## src/rtl/rx_ipv4_pkg.sv

```systemverilog
// Shared definitions for the IPv4 receive path: FSM encoding, header offsets
// and the one's-complement add used by the checksum accumulators.
package rx_ipv4_pkg;

  typedef enum logic [2:0] {
    IDLE     = 3'd0,
    HEADER   = 3'd1,
    PAYLOAD  = 3'd2,
    DROP     = 3'd3,
    DONE     = 3'd4,
    WAIT_END = 3'd5
  } state_t;

  localparam logic [5:0]  OFF_VER   = 6'd0;
  localparam logic [5:0]  OFF_LEN   = 6'd2;
  localparam logic [5:0]  OFF_PROTO = 6'd9;
  localparam logic [5:0]  OFF_SRC   = 6'd12;
  localparam logic [5:0]  OFF_DST   = 6'd16;

  localparam logic [3:0]  IPV4_VERSION   = 4'd4;
  localparam logic [3:0]  IPV4_MIN_IHL   = 4'd5;
  localparam logic [7:0]  IPV4_PROTO_UDP = 8'h11;
  localparam logic [31:0] IPV4_BCAST_IP  = 32'hFFFF_FFFF;
  localparam logic [15:0] CSUM_GOOD      = 16'hFFFF;

  // 17-bit add with the carry folded straight back in (end-around carry).
  function automatic logic [15:0] csum_add(input logic [15:0] a, input logic [15:0] b);
    logic [16:0] s;
    s = {1'b0, a} + {1'b0, b};
    return s[15:0] + {15'd0, s[16]};
  endfunction

endpackage

```

## src/rtl/rx_ipv4_csum16.sv

```systemverilog
// Byte-serial 16-bit one's-complement accumulator (even offsets = high byte).
// sum is look-ahead: it already includes the byte presented this cycle.
module ip_csum16
  import rx_ipv4_pkg::*;
(
  input  logic        clk,
  input  logic        rst,
  input  logic        clear,
  input  logic        en,
  input  logic [7:0]  data_byte,
  input  logic        odd,
  output logic [15:0] sum
);

  logic [15:0] acc_q, acc_d, acc_base;
  logic [7:0]  hi_q, hi_d;

  always_comb begin
    acc_base = clear ? 16'h0000 : acc_q;
    if (en && odd) begin
      acc_d = csum_add(acc_base, {hi_q, data_byte});
    end else begin
      acc_d = acc_base;
    end
    hi_d = (en && !odd) ? data_byte : (clear ? 8'h00 : hi_q);
  end

  always_ff @(posedge clk) begin
    if (rst) begin
      acc_q <= 16'h0000;
      hi_q  <= 8'h00;
    end else begin
      acc_q <= acc_d;
      hi_q  <= hi_d;
    end
  end

  assign sum = acc_d;

endmodule

```

## src/rtl/rx_ipv4.sv

```systemverilog
// IPv4 receive stage: parses/validates the header of each MAC payload and
// forwards the UDP datagram bytes one cycle later.
module rx_ipv4 #(
  parameter int          OCT       = 8,
  parameter logic [7:0]  PROTO_UDP = rx_ipv4_pkg::IPV4_PROTO_UDP,
  parameter logic [31:0] BCAST_IP  = rx_ipv4_pkg::IPV4_BCAST_IP
) (
  input  logic           RX_CLK,
  input  logic           rst,
  input  logic [31:0]    ip_addr,
  input  logic           rx_payload_ipv4,
  input  logic [OCT-1:0] rx_payload,
  output logic           rx_irq_ipv4,
  output logic           rx_ip_err,
  output logic           rx_payload_udp,
  output logic [OCT-1:0] rx_udp_data,
  output logic [31:0]    rx_src_ip
);
  import rx_ipv4_pkg::*;

  state_t          state_q, state_d;
  logic [5:0]      cnt_q, cnt_d;
  logic [3:0]      ihl_q, ihl_d;
  logic [15:0]     len_q, len_d;
  logic [7:0]      proto_q, proto_d;
  logic [31:0]     src_q, src_d;
  logic [31:0]     dst_q, dst_d;
  logic [15:0]     rem_q, rem_d;
  logic            armed_q, armed_d;
  logic            irq_q, irq_d;
  logic            err_q, err_d;
  logic            udp_v_q, udp_v_d;
  logic [OCT-1:0]  udp_data_q, udp_data_d;

  logic [7:0]      b_s;
  logic            start_s, hdr_byte_s, ver_ok_s, hdr_last_s, hdr_ok_s;
  logic [15:0]     hdr_len_s, csum_s;
  logic            csum_odd_s;

  // A frame may only start once the input has been seen low, so the tail of
  // a frame interrupted by reset (or of a finished packet) is never parsed.
  assign b_s        = rx_payload[7:0];
  assign start_s    = armed_q && rx_payload_ipv4 && ((state_q == IDLE) || (state_q == DONE));
  assign hdr_byte_s = (state_q == HEADER) && rx_payload_ipv4;
  assign ver_ok_s   = (b_s[7:4] == IPV4_VERSION) && (b_s[3:0] >= IPV4_MIN_IHL);
  assign hdr_len_s  = {10'd0, ihl_q, 2'b00};
  assign hdr_last_s = (cnt_q == ({ihl_q, 2'b00} - 6'd1));
  assign csum_odd_s = start_s ? 1'b0 : cnt_q[0];

  ip_csum16 u_csum (
    .clk       (RX_CLK),
    .rst       (rst),
    .clear     (start_s),
    .en        (start_s || hdr_byte_s),
    .data_byte (b_s),
    .odd       (csum_odd_s),
    .sum       (csum_s)
  );

  always_comb begin
    ihl_d   = start_s ? b_s[3:0] : ihl_q;
    len_d   = (hdr_byte_s && ((cnt_q == OFF_LEN) || (cnt_q == OFF_LEN + 6'd1)))
              ? {len_q[7:0], b_s} : len_q;
    proto_d = (hdr_byte_s && (cnt_q == OFF_PROTO)) ? b_s : proto_q;
    src_d   = (hdr_byte_s && (cnt_q >= OFF_SRC) && (cnt_q < OFF_DST))
              ? {src_q[23:0], b_s} : src_q;
    dst_d   = (hdr_byte_s && (cnt_q >= OFF_DST) && (cnt_q < OFF_DST + 6'd4))
              ? {dst_q[23:0], b_s} : dst_q;
  end

  // dst_d already holds the final destination byte when it is the last header byte.
  assign hdr_ok_s = (csum_s == CSUM_GOOD) && (len_q >= hdr_len_s) &&
                    ((dst_d == ip_addr) || (dst_d == BCAST_IP)) && (proto_q == PROTO_UDP);

  always_comb begin
    state_d    = state_q;
    cnt_d      = cnt_q;
    rem_d      = rem_q;
    udp_v_d    = 1'b0;
    udp_data_d = udp_data_q;
    err_d      = 1'b0;
    armed_d    = start_s ? 1'b0 : (rx_payload_ipv4 ? armed_q : 1'b1);
    case (state_q)
      IDLE, DONE: begin
        if (start_s) begin
          cnt_d   = 6'd1;
          state_d = ver_ok_s ? HEADER : DROP;
        end else if ((state_q == DONE) && rx_payload_ipv4) begin
          state_d = WAIT_END;
        end else begin
          state_d = IDLE;
        end
      end
      HEADER: begin
        if (!rx_payload_ipv4) begin
          state_d = DONE;
          err_d   = 1'b1;
        end else if (hdr_last_s && hdr_ok_s) begin
          rem_d   = len_q - hdr_len_s;
          state_d = (len_q == hdr_len_s) ? DONE : PAYLOAD;
        end else if (hdr_last_s) begin
          state_d = DROP;
        end else begin
          cnt_d = cnt_q + 6'd1;
        end
      end
      PAYLOAD: begin
        if (!rx_payload_ipv4) begin
          state_d = DONE;
          err_d   = 1'b1;
        end else begin
          udp_v_d    = 1'b1;
          udp_data_d = rx_payload;
          rem_d      = rem_q - 16'd1;
          state_d    = (rem_q == 16'd1) ? DONE : PAYLOAD;
        end
      end
      DROP: begin
        if (!rx_payload_ipv4) begin
          state_d = DONE;
          err_d   = 1'b1;
        end else begin
          state_d = DROP;
        end
      end
      WAIT_END: begin
        state_d = rx_payload_ipv4 ? WAIT_END : IDLE;
      end
      default: begin
        state_d = IDLE;
      end
    endcase
    irq_d = (state_d == DONE);
  end

  always_ff @(posedge RX_CLK) begin
    if (rst) begin
      state_q    <= IDLE;
      cnt_q      <= 6'd0;
      ihl_q      <= 4'd0;
      len_q      <= 16'd0;
      proto_q    <= 8'd0;
      src_q      <= 32'd0;
      dst_q      <= 32'd0;
      rem_q      <= 16'd0;
      armed_q    <= 1'b0;
      irq_q      <= 1'b0;
      err_q      <= 1'b0;
      udp_v_q    <= 1'b0;
      udp_data_q <= '0;
    end else begin
      state_q    <= state_d;
      cnt_q      <= cnt_d;
      ihl_q      <= ihl_d;
      len_q      <= len_d;
      proto_q    <= proto_d;
      src_q      <= src_d;
      dst_q      <= dst_d;
      rem_q      <= rem_d;
      armed_q    <= armed_d;
      irq_q      <= irq_d;
      err_q      <= err_d;
      udp_v_q    <= udp_v_d;
      udp_data_q <= udp_data_d;
    end
  end

  assign rx_irq_ipv4    = irq_q;
  assign rx_ip_err      = err_q;
  assign rx_payload_udp = udp_v_q;
  assign rx_udp_data    = udp_data_q;
  assign rx_src_ip      = src_q;

endmodule

```

## config.mk

```make
export PLATFORM = sky130hd
export DESIGN_NAME = rx_ipv4
export DESIGN_NICKNAME = d
export VERILOG_FILES = /design/src/rtl/rx_ipv4_pkg.sv /design/src/rtl/rx_ipv4_csum16.sv /design/src/rtl/rx_ipv4.sv
export SDC_FILE = /design/constraint.sdc
export NUM_CORES = 1
export LEC_CHECK = 0
export ABC_AREA = 1
export CORE_ASPECT_RATIO = 0.5
export CORE_MARGIN = 2
export CORE_UTILIZATION = 55
export CTS_BUF_LIST = sky130_fd_sc_hd__clkbuf_8
export CTS_CLUSTER_SIZE = 12
export DETAILED_ROUTE_END_ITERATION = 6
export MAX_ROUTING_LAYER = met4
export PLACE_DENSITY = 0.78
export SYNTH_ARGS = -nofsm -noshare
export SYNTH_HDL_FRONTEND = slang
export SYNTH_SLANG_ARGS = --single-unit
```

## constraint.sdc

```tcl
create_clock -name RX_CLK -period 6.34 [get_ports RX_CLK]
set_input_delay 0.634 -clock RX_CLK [delete_from_list [all_inputs] [get_ports RX_CLK]]
set_output_delay 0.634 -clock RX_CLK [all_outputs]
set_load 0.02 [all_outputs]
```

==> out/results.txt <==
H-tree depth - 4
r2r endpoint - rem_q[2]
critical path type - in -> reg
hold_sp - proto_q[6]
number of synthesized flops with an enable pin - 0
syn_nets - 1,522
die area - 17,900 µm²
vias per std cell - 5.49
min Tclk post-route - 5.24 ns
Synth Register Bits - 153
nets - 1,583
Netlist cell types - 44
vias in the first global route - 8,625
final WL - 26,200 µm
Fmax - 191 MHz
final count of hold timing violations - 0
CTS tree - yes
Hold Path End - proto_q[6]
final setup margin - 1.10 ns
Tcrit/Tclk final - 82.6%
relative slew slack - 21.8%
CORE AREA - 16,400 µm²
Worst Hold Depth - 2
pwr dens - 197 nW/µm²
Detail Route Antenna Nets - 0
die width - 187 µm
antenna cells - 0
crit path max fanout - 18
Overflow after GRT - 0
CTS sink count - 153
final RePlAce weighted congestion - 1.02
Max Cap Viol - 0
final-report setup violation count - 0
P&R area growth vs syn - 14.6%
setup TNS - 0 ns
Clock transition at path regs - 0.10 ns
cell seen most often among critical-path stages - nand2_1
Max Slew Vio Count - 0
row count - 33
prevailing post-synth register cell - dfxtp_1
clock group share of total power - 37.5%
dpl hpwl - 19,100 µm
syn avg cell area - 6.37 µm²
fillcell total - 1,531
GRT Total Usage - 30.2%
Reg power frac - 47.4%
Worst Hold Class - reg -> reg
Sw Share - 31.9%
outcome - finished, final reports clean
Slowest Stage Delay on Critical Path - 0.50 ns
RR Startpoint - state_q[0]
clock tree root driver cell - clkbuf_8
layout cells sized above 1 - 7.00%
Crit. End Element - flop
largest net degree at the start of global routing - 65
Async SR Flop Fraction - 0%
Clock Latency Late Sink - 0.47 ns
Port Buffers - 85
Worst Path Required - 6.70 ns
VDD IR max - 138 µV
Worst path slowest cell - clkdlybuf4s50_1
# resized after CTS - 0
sequential fraction of the synthesis area - 33.1%
clock skew - 0.0124 ns
first-pass iteration count of the detailed router - 6
arrival time at the worst endpoint - 5.60 ns
hold buffer count at cts - 0
total number of vias - 9,643
drt initial violations - 982
multi-input logic area - 5270 µm²
clk buf depth - 2
I/O pin count - 86
Post-Syn Area - 9260 µm²
TritonCTS buffer count - 17
global-route wire length before repair - 41,900 µm
critical path startpoint category - input port
post-place setup slack - 0.730 ns
R2R Setup Slk - 1.33 ns
FF+latch area - 3060 µm²
Starting Density - 56.3%
Die Span Y - 95.7 µm
initial antenna violation count - 0
Int Power - 1.42 mW
worst-margin pin slew - 1.16 ns
leakage - 4.70 nW
combinational group share of total power - 15.1%
RSZ-0062 raised after global routing - false
Yosys warning total - 0
FF-to-FF path depth - 38
DR WL/cell - 14.9 µm
post-synthesis instance total - 1,454
post-route DRC violation count - 0
post-CTS setup buffer count - 0
Switch Pwr - 0.668 mW
-- critical path, delay by kind of cell --
kind,cells,cell delay (ns)
compound gates,1,0.18
fa+ha+maj,4,1.06
buf+inv,7,1.19
simple gates,28,2.49
-- cell families (layout without fill, tap and decap cells) --
kind of cell | after synthesis | count (layout) | synth area share [%]
adder cells (fa/ha/maj) | 25 | 25 | 3.54
AO/OA/AOI/OAI | 274 | 274 | 15.3
buffers and inverters | 228 | 302 | 10.1
XOR/XNOR | 22 | 22 | 2.08
flip-flops | 153 | 153 | 33.1
AND/OR/NAND/NOR | 752 | 752 | 35.9
-- state kept, by name, summed over array words and instances, names as in the netlist, 4 cells and up --
name and cells:
rx_udp_data 8, u_csum.hi_q 8, cnt_q 6, rx_src_ip 32, len_q 16, u_csum.acc_q 16
dst_q 32, ihl_q 4, rem_q 16, proto_q 8
-- stage by stage --
stage               hold slack (ns)  total power, mW  cell area, µm²  std cells  utilization, %
CTS                           0.462             2.10           10600       1755            64.5
detailed placement            0.446             1.32           10200       1723            62.1
global placement              0.442             1.32           10200       1723            62.1
floorplan                     0.429             1.22            9260       1454               -
global route                  0.491             2.18           10600       1755            64.5
finish                        0.458             2.09           10600       1755            64.5
-- layout by cell type (no fill, tap or decap), types with 9 or more instances in the layout --
| cell type | n |
|---|---|
| nand3b_1 | 30 |
| inv_1 | 162 |
| a21oi_1 | 125 |
| buf_4 | 11 |
| nor2_2 | 21 |
| nand4_1 | 15 |
| o21ai_1 | 13 |
| o21ai_0 | 118 |
| nand2_2 | 17 |
| dfxtp_1 | 153 |
| nand2_1 | 374 |
| clkbuf_8 | 17 |
| nor3_1 | 13 |
| ha_1 | 23 |
| xnor2_1 | 9 |
| nand3_1 | 118 |
| clkdlybuf4s50_1 | 84 |
| xor2_1 | 13 |
| nor2_1 | 145 |
-- synth_stat cells, types with 9 or more instances --
| library cell | count | area [µm²] |
|---|---|---|
| a21oi_1 | 125 | 626 |
| buf_2 | 18 | 90.1 |
| clkbuf_1 | 28 | 105 |
| dfxtp_1 | 153 | 3060 |
| ha_1 | 23 | 288 |
| inv_1 | 162 | 608 |
| nand2_1 | 374 | 1400 |
| nand2_2 | 17 | 106 |
| nand3_1 | 118 | 591 |
| nand3b_1 | 30 | 225 |
| nand4_1 | 15 | 93.8 |
| nor2_1 | 145 | 544 |
| nor2_2 | 21 | 131 |
| nor3_1 | 13 | 65.1 |
| o21ai_0 | 118 | 591 |
| o21ai_1 | 13 | 65.1 |
| xnor2_1 | 9 | 78.8 |
| xor2_1 | 13 | 114 |
-- per-layer routing --
layer	global-route usage (%)	vias up	wire length, µm
met5	-	-	0
met2	48.0	340	11500
li1	-	4826	-
met3	6.05	40	2070
met4	8.79	0	443
met1	39.3	4437	12100
-- power groups by stage --
stage | clock network, mW | registers (mW) | logic, mW
after floorplan | 0 | 1.01 | 0.209
after global placement | 0 | 1.01 | 0.302
after detailed placement | 0 | 1.01 | 0.309
after CTS | 0.797 | 0.992 | 0.310
after global routing | 0.837 | 0.995 | 0.347
final | 0.785 | 0.992 | 0.315
-- how the worst max path moves through the flow --
stage	cells after the start	end	slack, ns	startpoint
detailed placement	40	rem_q[2]	0.73	rx_payload_ipv4
floorplan	44	rem_q[15]	1.39	rx_payload_ipv4
CTS	40	rem_q[2]	1.19	rx_payload_ipv4
finish	40	rem_q[2]	1.10	rx_payload_ipv4
global placement	40	rem_q[7]	0.92	rx_payload_ipv4
global route	35	rem_q[2]	0.64	rx_payload_ipv4
-- final cells by class --
class	instances	share of cell area, %
inverters	174	6.18
clock inverters	15	1.64
flip-flops and latches	153	28.9
multi-input cells	1073	49.7
repair buffers	96	8.75
well taps	227	2.68
clock buffers	17	2.21
No activity file was read; power rests on OpenSTA's default activity.
